[src/rtl/mio_pkg.sv]
// Shared definitions for the MIO bus controller: address regions, region nibbles,
// FSM state encoding and the address decoder.
package mio_pkg;

   typedef enum logic [1:0] {
      REG_RAM  = 2'd0,
      REG_GPIO = 2'd1,
      REG_TMR  = 2'd2,
      REG_NONE = 2'd3
   } region_t;

   localparam logic [3:0] NIB_RAM  = 4'h0;
   localparam logic [3:0] NIB_GPIO = 4'hE;
   localparam logic [3:0] NIB_TMR  = 4'hF;

   localparam logic [1:0] ST_IDLE  = 2'd0;
   localparam logic [1:0] ST_WAIT  = 2'd1;
   localparam logic [1:0] ST_READY = 2'd2;

   function automatic region_t decode_region(input logic [3:0] nib);
      region_t r;
      case (nib)
         NIB_RAM:  r = REG_RAM;
         NIB_GPIO: r = REG_GPIO;
         NIB_TMR:  r = REG_TMR;
         default:  r = REG_NONE;
      endcase
      return r;
   endfunction

endpackage

[src/rtl/mio_bus_ctrl_if.sv]
// CPU-side MIO handshake: request/address/data from the CPU, data and ready pulse back.
interface mio_bus_ctrl_if;
   import mio_pkg::*;

   logic        cpu_req;
   logic        mem_w;
   logic [31:0] addr_in;
   logic [31:0] wdata_in;
   logic [31:0] rdata_out;
   logic        MIO_ready;

   modport master (
      output cpu_req, mem_w, addr_in, wdata_in,
      input  rdata_out, MIO_ready
   );

   modport slave (
      input  cpu_req, mem_w, addr_in, wdata_in,
      output rdata_out, MIO_ready
   );

endinterface

[src/rtl/mio_timer.sv]
// Free-running 32-bit timer with synchronous load and a one-cycle pulse on wrap to zero.
module mio_timer
   import mio_pkg::*;
(
   input  logic        clk,
   input  logic        reset,
   input  logic        load_en,
   input  logic [31:0] load_val,
   output logic [31:0] cnt_val,
   output logic        cnt_irq
);

   logic [31:0] cnt_r;
   logic        irq_r;

   // Counter update; a load wins over the increment and never raises the interrupt.
   always_ff @(posedge clk) begin
      if (reset) begin
         cnt_r <= 32'h0000_0000;
         irq_r <= 1'b0;
      end else if (load_en) begin
         cnt_r <= load_val;
         irq_r <= 1'b0;
      end else begin
         cnt_r <= cnt_r + 32'd1;
         irq_r <= (cnt_r == 32'hFFFF_FFFF);
      end
   end

   assign cnt_val = cnt_r;
   assign cnt_irq = irq_r;

endmodule

[src/rtl/mio_bus_ctrl.sv]
// Memory/IO bus controller: accepts one CPU load/store per handshake, decodes it to
// RAM (with wait states), GPIO or timer, and returns a one-cycle MIO_ready pulse.
module mio_bus_ctrl
   import mio_pkg::*;
#(
   parameter int RAM_WAIT = 2,
   parameter int RAM_AW   = 10
) (
   input  logic              clk,
   input  logic              reset,
   mio_bus_ctrl_if.slave     cpu,
   output logic              ram_en,
   output logic              ram_we,
   output logic [RAM_AW-1:0] ram_addr,
   output logic [31:0]       ram_din,
   input  logic [31:0]       ram_dout,
   input  logic [31:0]       gpio_in,
   output logic [31:0]       gpio_out,
   output logic              cnt_irq
);

   localparam logic [3:0] WAIT_LAST = 4'(RAM_WAIT - 1);
   localparam bit         ONE_WAIT  = (RAM_WAIT == 1);

   logic [1:0]        state_r;
   logic [3:0]        wait_cnt_r;
   logic              mem_w_r;
   logic              ready_r;
   logic [31:0]       rdata_r;
   logic              ram_en_r;
   logic              ram_we_r;
   logic [RAM_AW-1:0] ram_addr_r;
   logic [31:0]       ram_din_r;
   logic [31:0]       gpio_r;
   logic [31:0]       tmr_cnt_s;
   region_t           region_s;
   logic              accept_s;
   logic              tmr_load_s;
   logic              unused_s;

   // Address decode and the accept condition seen by the timer's load port.
   always_comb begin
      region_s   = decode_region(cpu.addr_in[31:28]);
      accept_s   = (state_r == ST_IDLE) && cpu.cpu_req;
      tmr_load_s = accept_s && cpu.mem_w && (region_s == REG_TMR);
   end

   assign unused_s = ^{cpu.addr_in};

   mio_timer u_timer (
      .clk      (clk),
      .reset    (reset),
      .load_en  (tmr_load_s),
      .load_val (cpu.wdata_in),
      .cnt_val  (tmr_cnt_s),
      .cnt_irq  (cnt_irq)
   );

   // Transaction FSM; request fields are sampled only when accepted in IDLE.
   always_ff @(posedge clk) begin
      if (reset) begin
         state_r    <= ST_IDLE;
         wait_cnt_r <= 4'd0;
         mem_w_r    <= 1'b0;
         ready_r    <= 1'b0;
         rdata_r    <= 32'h0000_0000;
         ram_en_r   <= 1'b0;
         ram_we_r   <= 1'b0;
         ram_addr_r <= '0;
         ram_din_r  <= 32'h0000_0000;
         gpio_r     <= 32'h0000_0000;
      end else begin
         case (state_r)
            ST_IDLE: begin
               ready_r <= 1'b0;
               if (cpu.cpu_req) begin
                  mem_w_r    <= cpu.mem_w;
                  ram_addr_r <= cpu.addr_in[RAM_AW+1:2];
                  ram_din_r  <= cpu.wdata_in;
                  if (region_s == REG_RAM) begin
                     state_r    <= ST_WAIT;
                     ram_en_r   <= 1'b1;
                     ram_we_r   <= cpu.mem_w && ONE_WAIT;
                     wait_cnt_r <= WAIT_LAST;
                  end else begin
                     state_r <= ST_READY;
                     ready_r <= 1'b1;
                     case (region_s)
                        REG_GPIO: rdata_r <= gpio_in;
                        REG_TMR:  rdata_r <= tmr_cnt_s;
                        default:  rdata_r <= 32'h0000_0000;
                     endcase
                     if (cpu.mem_w && (region_s == REG_GPIO)) begin
                        gpio_r <= cpu.wdata_in;
                     end else begin
                        gpio_r <= gpio_r;
                     end
                  end
               end else begin
                  state_r <= ST_IDLE;
               end
            end
            ST_WAIT: begin
               if (wait_cnt_r == 4'd0) begin
                  state_r  <= ST_READY;
                  ready_r  <= 1'b1;
                  ram_en_r <= 1'b0;
                  ram_we_r <= 1'b0;
                  rdata_r  <= ram_dout;
               end else begin
                  wait_cnt_r <= wait_cnt_r - 4'd1;
                  // Strobe lands on the last WAIT cycle, which is when the count reaches 0.
                  ram_we_r   <= mem_w_r && (wait_cnt_r == 4'd1);
               end
            end
            ST_READY: begin
               ready_r <= 1'b0;
               state_r <= ST_IDLE;
            end
            default: begin
               state_r  <= ST_IDLE;
               ready_r  <= 1'b0;
               ram_en_r <= 1'b0;
               ram_we_r <= 1'b0;
            end
         endcase
      end
   end

   assign cpu.MIO_ready = ready_r;
   assign cpu.rdata_out = rdata_r;
   assign ram_en        = ram_en_r;
   assign ram_we        = ram_we_r;
   assign ram_addr      = ram_addr_r;
   assign ram_din       = ram_din_r;
   assign gpio_out      = gpio_r;

endmodule

[src/flat_wrapper.sv]
// flat-port wrapper written by rule: the top's interface ports become plain ports
module mio_bus_ctrl_flat import mio_pkg::*;
#(
   parameter int RAM_WAIT = 2,
   parameter int RAM_AW   = 10
)
  (clk, reset, ram_en, ram_we, ram_addr, ram_din, ram_dout, gpio_in, gpio_out, cnt_irq, cpu_cpu_req, cpu_mem_w, cpu_addr_in, cpu_wdata_in, cpu_rdata_out, cpu_MIO_ready);
  mio_bus_ctrl_if cpu_i ();
  input  logic clk;
  input  logic reset;
  output logic ram_en;
  output logic ram_we;
  output logic [RAM_AW-1:0] ram_addr;
  output logic [31:0] ram_din;
  input  logic [31:0] ram_dout;
  input  logic [31:0] gpio_in;
  output logic [31:0] gpio_out;
  output logic cnt_irq;
  input wire logic [$bits(cpu_i.cpu_req)-1:0] cpu_cpu_req;
  input wire logic [$bits(cpu_i.mem_w)-1:0] cpu_mem_w;
  input wire logic [$bits(cpu_i.addr_in)-1:0] cpu_addr_in;
  input wire logic [$bits(cpu_i.wdata_in)-1:0] cpu_wdata_in;
  output wire logic [$bits(cpu_i.rdata_out)-1:0] cpu_rdata_out;
  output wire logic [$bits(cpu_i.MIO_ready)-1:0] cpu_MIO_ready;
  assign cpu_i.cpu_req = cpu_cpu_req;
  assign cpu_i.mem_w = cpu_mem_w;
  assign cpu_i.addr_in = cpu_addr_in;
  assign cpu_i.wdata_in = cpu_wdata_in;
  assign cpu_rdata_out = cpu_i.rdata_out;
  assign cpu_MIO_ready = cpu_i.MIO_ready;
  mio_bus_ctrl #(.RAM_WAIT(RAM_WAIT), .RAM_AW(RAM_AW)) u_core (.clk(clk), .reset(reset), .cpu(cpu_i), .ram_en(ram_en), .ram_we(ram_we), .ram_addr(ram_addr), .ram_din(ram_din), .ram_dout(ram_dout), .gpio_in(gpio_in), .gpio_out(gpio_out), .cnt_irq(cnt_irq));
endmodule
[config.mk]
export PLATFORM = sky130hd
export DESIGN_NAME = mio_bus_ctrl_flat
export DESIGN_NICKNAME = d
export VERILOG_FILES = /design/src/rtl/mio_pkg.sv /design/src/rtl/mio_bus_ctrl_if.sv /design/src/rtl/mio_timer.sv /design/src/rtl/mio_bus_ctrl.sv /design/src/flat_wrapper.sv
export SDC_FILE = /design/constraint.sdc
export NUM_CORES = 1
export LEC_CHECK = 0
export BUFFER_PORTS_ARGS = -buffer_cell sky130_fd_sc_hd__buf_2
export CORE_MARGIN = 2
export CORE_UTILIZATION = 30
export CTS_BUF_LIST = sky130_fd_sc_hd__clkbuf_16
export DETAILED_ROUTE_END_ITERATION = 10
export HOLD_SLACK_MARGIN = 0.15
export SETUP_SLACK_MARGIN = 0.02
export SYNTH_ARGS = -nofsm -noshare
export SYNTH_HDL_FRONTEND = slang
export SYNTH_SLANG_ARGS = --single-unit
export TNS_END_PERCENT = 50
[constraint.sdc]
create_clock -name clk -period 3.25 [get_ports clk]
set_input_delay 0.325 -clock clk [delete_from_list [all_inputs] [get_ports clk]]
set_output_delay 0.325 -clock clk [all_outputs]
set_load 0.005 [all_outputs]
# Word-level counts from Yosys, hierarchy flattened
# Cells that the tools add are included.
# word_totals
register_bits,149
inputBits,132
out_inout_bits,110
word_cells,73
# op_classes
add_sub_neg,2
n_eq_ne,13
mux,27
bitwise,2
reduce_logical,17
# ops
cell,n
2-to-1 mux 32 bit,4
case mux 32 bit (2 select lines),2
adder 32 x 1 -> 32 bit (second input constant),1
equality test 32 bit (second input constant),1
AND reduction 4 bit,4
2-to-1 mux 4 bit,3
2-to-1 mux 1 bit,9
equality test 4 bit (second input constant),2
zero test 4 bit,2
!= test 2 bit (second input constant),4
case mux 4 bit (2 select lines),1
2-to-1 mux 2 bit,3
case mux 1 bit (3 select lines),2
case mux 2 bit (3 select lines),1
logical AND 1 bit,5
equality test 2 x 1 -> 1 bit (second input constant),2
equality test 2 bit (second input constant),2
equality test 4 x 1 -> 1 bit (second input constant),1
zero test 2 bit,2
case mux 2 bit (2 select lines),1
subtractor 4 x 1 -> 4 bit (second input constant),1
AND reduction 3 bit,1
!= test 2 x 1 -> 1 bit (second input constant),1
inverter 1 bit,2
4 further kinds,4

# Depth between registers and ports, before layout
# logic_depth
ltp_word,7
ltp_mapped,11
depth_no_buf,9

# Cells and area by module
# From an unflattened synthesis, not the netlist that was laid out.
# hier_totals
cells_unflattened,799
area_unflattened_um2,6870.3
# modules_own_cells
module,n_inst,cells_each,area_each_um2,seq_area_each_um2
mio_bus_ctrl,1,578,4972.3,2302.2
mio_timer,1,221,1898.1,660.6

# Worst setup path before layout
# No wires, ideal clock.
# synth_path
kind,input -> register
startpoint,input cpu_addr_in[30]
endpoint,"register u_core.gpio_r[25], in the netlist u_core.gpio_out[25]"
setup_ps,70
arrival_time_ps,1849
required_ps,3180
slack_ps,1331
cell_stages,11
path_buffers,2
path_cell_list,nand3_1 -> nor2_1 -> inv_1 -> ha_1 -> o31ai_1 -> and3_1 -> or3_1 -> clkbuf_1 -> clkbuf_1 -> nand2_1 -> a21oi_1
# synth_between
elab_chain_len,5
word_cells_on_any_way,9
cone_classes,eq/ne (3); mux (1); bitwise (1); reduce/logical (4)
# synth_lines
element,line,rtl
from (decl),flat_wrapper.sv:21,input wire logic [$bits(cpu_i.addr_in)-1:0] cpu_addr_in;
equality test 4 bit / zero test 4 bit (equally long branches),mio_pkg.sv:22,case (nib)
case mux 2 bit (3 select lines) *,mio_pkg.sv:22,
equality test 2 x 1 -> 1 bit / zero test 2 bit (equally long branches),"mio_bus_ctrl.sv:93, mio_bus_ctrl.sv:80",
logical AND 1 bit / inverter 1 bit (equally long branches),--,
AND reduction 4 bit (no source line) *,--,
to (signal assigned),mio_bus_ctrl.sv:94,gpio_r <= cpu.wdata_in;
to (signal assigned),mio_bus_ctrl.sv:96,gpio_r <= gpio_r;
to (decl),mio_bus_ctrl.sv:34,logic [31:0] gpio_r;
# Every way passes the cells marked *; elsewhere a longest branch is shown, timed or not.
# A chain may end at the register's enable or synchronous reset.

# Worst setup path after layout
# layout_path
startpoint,register u_core.wait_cnt_r[0]
endpoint,"register u_core.rdata_r[19], in the netlist u_core.cpu.rdata_out[19]"
# layout_between
elab_chain_len,3
# layout_lines
element,line,rtl
from (decl),mio_bus_ctrl.sv:26,logic [3:0] wait_cnt_r;
from (signal assigned),mio_bus_ctrl.sv:111,wait_cnt_r <= wait_cnt_r - 4'd1;
zero test 4 bit,mio_bus_ctrl.sv:104,if (wait_cnt_r == 4'd0) begin
!= test 2 x 1 -> 1 bit (no source line),--,
AND reduction 4 bit (no source line),--,
to (signal assigned),mio_bus_ctrl.sv:89,REG_GPIO: rdata_r <= gpio_in;
to (signal assigned),mio_bus_ctrl.sv:90,REG_TMR: rdata_r <= tmr_cnt_s;
to (signal assigned),mio_bus_ctrl.sv:109,rdata_r <= ram_dout;
to (decl),mio_bus_ctrl.sv:29,logic [31:0] rdata_r;
# Every way passes these cells.

==> results.cfg <==
[run_status]
status = finished, final reports clean

[timing]
fin_crit_ns = 2.21
slew_headroom_pct = 45.4
finalMaxSlewViolations = 0
rsz0062_at_grt = false
setup_viol = 0
finalSetupTns_ns = 0
fmax_mhz = 453
hold_ws_ns = 0.172
fin_skew_ns = 0.00940
fin_crit_sh_pct = 68.0
tightest_slew_ns = 0.816
hold_viol_final = 0

[synth]
yosysSeqAreaShare_pct = 46.6
synthCells = 805
syn_nets = 944
synth_edf_count = 0
synthesis.area_sq_um = 6360
synth_top_area_share_pct = 46.6
synth_warnings = 0
syn_avg_cell_area_sq_um = 7.90
synthFlopType = dfxtp_1
ys_async_sr_fraction_pct = 0
yosysTopAreaCell = dfxtp_1
synthTopCellsByArea = dfxtp_1 47%, nand2_1 9.5%, a21oi_1 8.9%, a211oi_1 7.4%, nor2_1 6.3%
yosysUniqueCellTypes = 39
synth_seq_cells = 148

[place]
gp_congestion = 0.798
post-dp-hpwl_um = 13900
place_area_sq_um = 7720
dpl.cell_count = 1254
port_buffers = 223

[final_layout]
final_cells = 1298
num-fill-cells = 2209
nets = 1148
fin_util_pct = 40.2
drive_above_1_share_pct = 26.8
finalInstanceArea_sq_um = 8410
area_growth_pct = 32.2

[pwr]
sequentialPowerShare_pct = 45.2
p_leak_uw = 0.00342
p_sw_uw = 1100
combPwrFrac_pct = 10.5
clkPwrFrac_pct = 44.3
p_int_uw = 3210
power_density_nw_per_um2 = 513
swShare_pct = 25.5
peakVddDrop_mv = 0.315

[clock_tree]
clock-sinks = 148
clk_path_buf_depth = 2
cts_tree = yes
htreeDepth = 4
cts.clk_slew.worst_paths_ns = 0.06
cts-root-buf = clkbuf_16
cts_buffers = 17
clock_latency_ns = 0.42
cts_resized = 0

[worst_setup_path]
cp.arrival_ns = 2.53
cp-end-kind = register
required_ns = 3.58
reg2reg_depth = 8
worstPathMaxFanout = 60
worstSetupPathType = reg2reg
critPathLaunchType = register

[floorplan]
num_rows = 53
io_pins = 242
coreArea_sq_um = 20900
die_area_sq_um = 22400
start_util_pct = 30.4
fp.dieW_um = 150
die_height_um = 150

[drt]
post_drt_wl_per_cell_um = 15.4
post_drt_via_cell_ratio = 4.81
drcViolationCount = 0
first_iter_violations = 305
vias = 6240
drtPass1Iterations = 4
ant_nets = 0
drt_wl_total_um = 20000

[global_routing]
grt-ovfl-total = 0
grt_pass1_wl_um = 31500
use_met3_pct = 3.99
use_met1_pct = 25.6
met2_usage_pct = 26.8
grt-busiest-layer = met2
grt_max_degree = 84
grt_pass1_vias = 5857
antenna_found_initial = 1
grt_usage_pct = 18.0

[job]
maxCapViolCount = 0

[min_path]
hold_depth = 3
min_path_type = in2reg
==> cells in the mapped netlist (2+ instances only) <==
| cell | n |
|---|---|
| a211oi_1 | 63 |
| nor4_1 | 3 |
| buf_1 | 5 |
| nand3_1 | 19 |
| ha_1 | 7 |
| and3_1 | 5 |
| o21ai_0 | 2 |
| xor2_1 | 19 |
| or3_1 | 4 |
| nor3b_1 | 3 |
| nand3b_1 | 2 |
| a31oi_1 | 2 |
| nand2b_1 | 5 |
| nand2_1 | 161 |
| inv_1 | 8 |
| dfxtp_1 | 148 |
| a22oi_1 | 32 |
| nor2_1 | 107 |
| nor3_1 | 4 |
| and4_1 | 3 |
| buf_2 | 5 |
| xnor2_1 | 10 |
| a21oi_1 | 113 |
| clkbuf_1 | 51 |
| nand4_1 | 10 |
==> per-layer routing <==
metal,wire (um),vias to the layer above
li1,-,3195
met1,9920,2855
met2,8570,175
met3,1170,15
met4,287,0
met5,0,-
==> area by class of cell <==
cell class | count | area, sq um | area share (%)
Multi-Input combinational cell | 587 | 3160 | 37.6
Tap cell | 275 | 344 | 4.09
Sequential cell | 148 | 2960 | 35.2
Inverter | 8 | 30.0 | 0.357
Clock buffer | 17 | 425 | 5.06
Clock inverter | 15 | 143 | 1.70
Antenna cell | 1 | 2.50 | 0.0298
Timing Repair Buffer | 247 | 1340 | 15.9
==> sequential cells by signal (all words and copies together) (netlist names), 2 cells and up <==
signal	cells
u_core.state_r	2
u_core.cpu.rdata_out	32
u_core.ram_addr	10
u_core.u_timer.cnt_val	32
u_core.ram_din	32
u_core.wait_cnt_r	4
u_core.gpio_out	32
==> worst max-delay path, stage by stage (launching register included) <==
cell	delay, ns
dfxtp_1	0.33
inv_1	0.10
ha_1	0.17
nor3b_1	0.39
nand2_1	0.16
o21ai_4	0.11
buf_4	0.50
nor2_1	0.08
a211oi_1	0.23
==> cell families after synthesis <==
| logic type | synth area share [%] |
|---|---|
| adder cells (fa/ha/maj) | 1.38 |
| flip-flops | 46.6 |
| buffers and inverters | 4.25 |
| AND/OR/NAND/NOR | 22.6 |
| XOR/XNOR | 3.99 |
| multiplexers | 0.157 |
| AO/OA/AOI/OAI | 21.0 |
==> through the flow <==
step	power, uW	worst slack [ns]
2_1_floorplan	2200	1.33
4_1_cts	4370	1.03
3_3_place_gp	2430	0.976
5_1_grt	4510	0.719
6_report	4310	1.04
3_5_place_dp	2440	0.916
==> placed cells by master (no fill, tap or decap), drive strengths merged, types with 10 or more instances in the layout <==
| cell type | instances |
|---|---|
| xor2 | 19 |
| nand3 | 19 |
| inv | 11 |
| nor2 | 108 |
| buf | 236 |
| nand4 | 11 |
| clkbuf | 17 |
| dlygate4sd3 | 11 |
| a22oi | 32 |
| dfxtp | 148 |
| a211oi | 63 |
| a21oi | 113 |
| nand2 | 161 |
| xnor2 | 10 |
==> final timing paths <==
| check | startpoint | to | slack, ns |
|---|---|---|---|
| setup / recovery | u_core.wait_cnt_r[0]$_SDFFE_PP0P_ | u_core.cpu.rdata_out[19]$_SDFFE_PP0P_ | 1.04 |
| hold / removal | cpu_wdata_in[14] | u_core.gpio_out[14]$_SDFFE_PP0P_ | 0.17 |
| setup reg to reg | u_core.wait_cnt_r[0]$_SDFFE_PP0P_ | u_core.cpu.rdata_out[19]$_SDFFE_PP0P_ | 1.04 |
| hold reg to reg | u_core.ram_din[9]$_SDFFE_PP0P_ | u_core.ram_din[9]$_SDFFE_PP0P_ | 0.45 |
==> power groups by stage <==
| stage | clock (uW) | sequential, uW | combinational (uW) |
|---|---|---|---|
| CTS | 1960 | 1950 | 458 |
| detailed placement | 0 | 1990 | 447 |
| floorplan | 0 | 1990 | 211 |
| global placement | 0 | 1990 | 443 |
| global route | 2040 | 1960 | 515 |
| finish | 1910 | 1950 | 453 |
==> what timing repair did <==
action,4_1_cts,5_1_grt
hold buffers,11,0
hold endpoints to repair,11,0
buffers inserted,0,0
No activity file was read; power rests on OpenSTA's default activity.
